`src/rtl/dmem_port_arbiter_if.sv`:
```
// dmem_port_arbiter_if: one requester's handshake and load/store bus into the data-memory arbiter
interface dmem_port_arbiter_if #(parameter int AW = 32);
  logic          req;
  logic          we;
  logic [3:0]    be;
  logic [AW-1:0] addr;
  logic [31:0]   wdata;
  logic          gnt;
  logic          done;
  modport master(output req, we, be, addr, wdata, input gnt, done);
  modport slave(input req, we, be, addr, wdata, output gnt, done);
endinterface

```
`src/rtl/dmem_port_arbiter.sv`:
```
// dmem_port_arbiter: shares a single-port word memory between two requesters,
// turning partial-byte stores into a read-modify-write
module dmem_port_arbiter #(
  parameter bit FIXED_PRIO = 1'b0,
  parameter int AW         = 32
) (
  input  logic               clk,
  input  logic               rst,
  dmem_port_arbiter_if.slave p0,
  dmem_port_arbiter_if.slave p1,
  output logic [31:0]        rdata,
  output logic               mem_we,
  output logic [AW-1:0]      mem_A,
  output logic [31:0]        mem_WD,
  input  logic [31:0]        mem_RD
);
  typedef enum logic [1:0] {IDLE, ACC, WR} state_t;
  state_t state, next;
  logic owner, last, win, take, we_q, done_q, partial;
  logic [3:0] be_q;
  logic [31:0] merged;
  always_ff @(posedge clk or negedge rst)
    if (!rst) state <= IDLE;
    else state <= next;
  always_comb begin
    take = p0.req | p1.req;
    win = (p0.req & p1.req) ? (FIXED_PRIO ? 1'b0 : ~last) : p1.req;
    partial = we_q & (be_q != 4'h0) & (be_q != 4'hF);
    next = state == IDLE ? (take ? ACC : IDLE) : (state == ACC && partial) ? WR : IDLE;
    mem_we = state == WR || (state == ACC && we_q && be_q == 4'hF);
    p0.gnt = state == ACC && !owner;
    p1.gnt = state == ACC && owner;
    p0.done = done_q & ~owner;
    p1.done = done_q & owner;
    for (int i = 0; i < 4; i++) merged[8*i+:8] = be_q[i] ? mem_WD[8*i+:8] : mem_RD[8*i+:8];
  end
  // last=1 after reset so a contended first grant goes to port 0; mem_WD doubles as the latched store data
  always_ff @(posedge clk or negedge rst)
    if (!rst) begin
      owner  <= 1'b0;
      last   <= 1'b1;
      we_q   <= 1'b0;
      be_q   <= 4'h0;
      done_q <= 1'b0;
      rdata  <= '0;
      mem_A  <= '0;
      mem_WD <= '0;
    end else begin
      done_q <= (state == ACC && !partial) || state == WR;
      if (state == IDLE && take) begin
        owner  <= win;
        last   <= win;
        we_q   <= win ? p1.we : p0.we;
        be_q   <= win ? p1.be : p0.be;
        mem_A  <= (win ? p1.addr : p0.addr) & ~AW'(3);
        mem_WD <= win ? p1.wdata : p0.wdata;
      end
      if (state == ACC && !we_q) rdata <= mem_RD;
      if (state == ACC && partial) mem_WD <= merged;
    end
endmodule

```
`src/flat_wrapper.sv`:
```
// flat-port wrapper written by rule: the top's interface ports become plain ports
module dmem_port_arbiter_flat 
#(
  parameter bit FIXED_PRIO = 1'b0,
  parameter int AW         = 32
)
  (clk, rst, rdata, mem_we, mem_A, mem_WD, mem_RD, p0_req, p0_we, p0_be, p0_addr, p0_wdata, p0_gnt, p0_done, p1_req, p1_we, p1_be, p1_addr, p1_wdata, p1_gnt, p1_done);
  dmem_port_arbiter_if #(.AW(AW)) p0_i ();
  dmem_port_arbiter_if #(.AW(AW)) p1_i ();
  input  logic clk;
  input  logic rst;
  output logic [31:0] rdata;
  output logic mem_we;
  output logic [AW-1:0] mem_A;
  output logic [31:0] mem_WD;
  input  logic [31:0] mem_RD;
  input wire logic [$bits(p0_i.req)-1:0] p0_req;
  input wire logic [$bits(p0_i.we)-1:0] p0_we;
  input wire logic [$bits(p0_i.be)-1:0] p0_be;
  input wire logic [$bits(p0_i.addr)-1:0] p0_addr;
  input wire logic [$bits(p0_i.wdata)-1:0] p0_wdata;
  output wire logic [$bits(p0_i.gnt)-1:0] p0_gnt;
  output wire logic [$bits(p0_i.done)-1:0] p0_done;
  input wire logic [$bits(p1_i.req)-1:0] p1_req;
  input wire logic [$bits(p1_i.we)-1:0] p1_we;
  input wire logic [$bits(p1_i.be)-1:0] p1_be;
  input wire logic [$bits(p1_i.addr)-1:0] p1_addr;
  input wire logic [$bits(p1_i.wdata)-1:0] p1_wdata;
  output wire logic [$bits(p1_i.gnt)-1:0] p1_gnt;
  output wire logic [$bits(p1_i.done)-1:0] p1_done;
  assign p0_i.req = p0_req;
  assign p0_i.we = p0_we;
  assign p0_i.be = p0_be;
  assign p0_i.addr = p0_addr;
  assign p0_i.wdata = p0_wdata;
  assign p0_gnt = p0_i.gnt;
  assign p0_done = p0_i.done;
  assign p1_i.req = p1_req;
  assign p1_i.we = p1_we;
  assign p1_i.be = p1_be;
  assign p1_i.addr = p1_addr;
  assign p1_i.wdata = p1_wdata;
  assign p1_gnt = p1_i.gnt;
  assign p1_done = p1_i.done;
  dmem_port_arbiter #(.FIXED_PRIO(FIXED_PRIO), .AW(AW)) u_core (.clk(clk), .rst(rst), .p0(p0_i), .p1(p1_i), .rdata(rdata), .mem_we(mem_we), .mem_A(mem_A), .mem_WD(mem_WD), .mem_RD(mem_RD));
endmodule
```
`config.mk`:
```
export PLATFORM = sky130hd
export DESIGN_NAME = dmem_port_arbiter_flat
export DESIGN_NICKNAME = d
export VERILOG_FILES = /design/src/rtl/dmem_port_arbiter_if.sv /design/src/rtl/dmem_port_arbiter.sv /design/src/flat_wrapper.sv
export SDC_FILE = /design/constraint.sdc
export NUM_CORES = 1
export LEC_CHECK = 0
export ABC_AREA = 1
export CORE_UTILIZATION = 37
export CTS_CLUSTER_SIZE = 30
export DETAILED_ROUTE_END_ITERATION = 6
export PLACE_DENSITY = 0.79
export SLEW_MARGIN = 20
export SYNTH_ARGS = -nofsm -noshare
export SYNTH_HDL_FRONTEND = slang
export SYNTH_SLANG_ARGS = --single-unit
export TNS_END_PERCENT = 20
```
`constraint.sdc`:
```
create_clock -name clk -period 1.5 [get_ports clk]
set_clock_uncertainty 0.2 [all_clocks]
set_input_delay 0.225 -clock clk [delete_from_list [all_inputs] [get_ports clk]]
set_output_delay 0.225 -clock clk [all_outputs]
set_load 0.05 [all_outputs]
```
==> results by group <==
Global routing
  • Largest net degree at the start of global routing: 40
  • Global Route Usage Sum: 27.91%
  • Vias in the first global route: 5891
  • Global route hottest layer: met2
  • First-pass GRT wire length: 31.02 mm
  • Gr ovfl total: 0
  • GR Layer Usage met2: 47.96%
  • M1 GR Usage: 32.10%
  • M3 GR Usage: 8.550%
  • Antenna violations before repair: 0

Critical path
  • FF-to-FF path depth: 9
  • RR Startpoint: u_core.be_q[1]$_DFFE_PN0P_
  • CP max FO: 3
  • Reg2Reg Capture Point: u_core.mem_WD[1]$_DFFE_PN0P_
  • CP Launch Type: flip-flop
  • WP data required: 1.07 ns
  • FF-to-FF setup slack: -0.25 ns
  • WP data arrival: 1.36 ns
  • Critical path class: flip-flop to output pin
  • CP endpoint kind: output pin

CTS
  • Num Clock Sinks: 104
  • Cts bufs inserted: 9
  • Maximum clock insertion buffer count: 2
  • Worst skew pair latency: 0.36 ns
  • H-tree Lvls: 3
  • Worst-path clk slew: 0.08 ns
  • CTS tree: yes
  • Clock root buffer: clkbuf_16

Timing
  • RSZ-0062 raised after global routing: true
  • Post-layout minimum cycle time: 1.788 ns
  • Fmax: 559.3 MHz
  • Pins Over Slew Limit: 0
  • Post-route setup slack: -0.2879 ns
  • # setup viols final: 106
  • Hold_ws: 0.1115 ns
  • Fin crit share: 119.2%
  • Endpoints failing hold: 0

Synth
  • Top cells by area, synth: dfrtp_1, nand2_1, o21ai_1
  • Register area share after synthesis: 48.34%
  • Avg Cell Area, Syn: 8.211 um2
  • Yosys top cell area share: 47.85%
  • Netlist Area Pre-Place: 5386 um2
  • Synth Warn #: 0
  • Post-Syn Instances: 656
  • Synth cell types: 26
  • #FFs+latches synth: 104
  • Top cell type by total area after synthesis: dfrtp_1

Cells and area
  • Area growth from synthesis to layout: 100.5%
  • Layout cell share with drive strength beyond 1: 32.81%
  • Filler cells: 879
  • Ant. Diodes: 0
  • Fin nets: 1132
  • Final instance area: 10800 um2

Floorplan
  • Die footprint: 15040 um2
  • Initial Util: 38.36%
  • Std-Cell Rows: 43
  • Die height: 122.7 um
  • Area of the core: 14040 um2
  • Die X: 122.7 um
  • I/O pins: 275

Power
  • Leak: 5.041 nW
  • VDD IR-drop max: 1.547 mV
  • Pwr dens: 2545 nW/um2

Drt
  • First DRT Iteration DRCs: 356
  • Routed wire per std cell: 18.84 um
  • DRC viols: 0
  • DRT Wirelength: 21.53 mm
  • Final ANT Viol Nets: 0
  • DRT Pass-1 Iters: 5
  • Routed vias: 5952
  • Via density: 5.207

Placed design
  • Placed inst area: 9693 um2
  • Final HPWL DP: 14.90 mm
  • IO buf count: 268
  • GPL Wtd Cong: 0.8445

Job
  • Max Cap Viol: 0

Run status
  • Failing checks: negative setup slack
  • Status: finished, violations left

Min path
  • Hold/Removal Path Class: primary input to async pin
per-layer routing:
layer | up-vias | wire, um
li1 | 2764 | -
met1 | 2856 | 8265
met2 | 269 | 10890
met3 | 63 | 1578
met4 | 0 | 796
met5 | - | 0
critical path, cell delays in order (launching register included):
cell,delay [ns]
dfrtp_1,0.41
nand2_2,0.10
nor2_4,0.11
nand3_1,0.13
o21ai_4,0.10
buf_12,0.15
cell type report:
type	instances	area, um2	area share, %
flip-flops and latches	104	2608	24.15
inverters	16	72.57	0.6721
well taps	180	225.2	2.086
clock inverters	7	72.57	0.6721
multi-input cells	493	2838	26.28
clock buffers	9	225.2	2.086
repair buffers	334	4757	44.06
synth_stat cells (all sizes together):
cell	number
nand2	271
dfrtp	103
o21ai	68
nor2	44
nand4	37
nand3	33
mux2	32
buf	29
inv	16
clkbuf	15
o22ai	5
conb	1
dfstp	1
nor3	1
flip-flops by register name, summed over array words and instances, names as in the netlist:
| signal | cells |
|---|---|
| u_core.be_q | 4 |
| u_core.done_q | 1 |
| u_core.last | 1 |
| u_core.mem_A | 30 |
| u_core.mem_WD | 32 |
| u_core.owner | 1 |
| u_core.rdata | 32 |
| u_core.state | 2 |
| u_core.we_q | 1 |
per-stage QoR:
step / TNS [ns] / utilization (%) / std cells / worst slack, ns / total power, W
floorplan: -1.994 / - / 657 / -0.1915 / 0.01433
global placement: -25.47 / 69.03 / 1105 / -0.3515 / 0.02319
detailed placement: -29.69 / 69.03 / 1105 / -0.4368 / 0.02350
CTS: -17.73 / 74.84 / 1140 / -0.2892 / 0.02702
global route: -21.77 / 76.90 / 1143 / -0.3373 / 0.02867
finish: -14.71 / 76.90 / 1143 / -0.2879 / 0.02748
how the worst max path moves through the flow:
stage                                     from                            end  slack [ns]  depth (start not counted)
floorplan            u_core.state[0]$_DFF_PN0_                         p0_gnt       -0.19                          6
global placement                        p1_req  u_core.mem_WD[18]$_DFFE_PN0P_       -0.35                          8
detailed placement                      p1_req   u_core.mem_WD[8]$_DFFE_PN0P_       -0.44                          8
CTS                  u_core.state[1]$_DFF_PN0_                         mem_we       -0.29                          4
global route           u_core.last$_DFFE_PN1P_  u_core.mem_WD[24]$_DFFE_PN0P_       -0.34                         10
finish              u_core.be_q[1]$_DFFE_PN0P_                         mem_we       -0.29                          5
timing repair:
item	4_1_cts	5_1_grt
pin swaps	23	62
hold buffers	1	0
endpoints found under the setup margin	105	108
gates cloned	9	3
endpoints found under the hold margin	104	0
buffers inserted	9	2
gates resized for setup	46	102
cells by family after synthesis:
kind of cell / share of synthesized area [%]
other cells: 0.06962
mux: 8.084
compound gates: 6.899
simple gates: 31.15
flops: 48.34
buf+inv: 5.459
cell usage in the layout (no fill, tap or decap), types with 11 or more instances in the layout:
cell type	count
dfrtp_1	100
buf_4	14
nand4_1	32
clkbuf_16	12
o21ai_2	11
mux2_4	26
buf_12	123
nor2_1	35
nand3_1	31
nand2_2	59
o21ai_1	56
nand2_1	203
buf_6	14
clkdlybuf4s50_1	168
where the power goes:
part	total [W]	leakage [nW]	switching, W	internal, W
Clock	0.00240	0.141	0.00110	0.00129
Combinational	0.0192	3.65	0.00995	0.00926
Sequential	0.00587	1.25	0.00160	0.00427
Total	0.0275	5.04	0.0127	0.0148
Note: power is estimated with default switching activity, not from simulation.
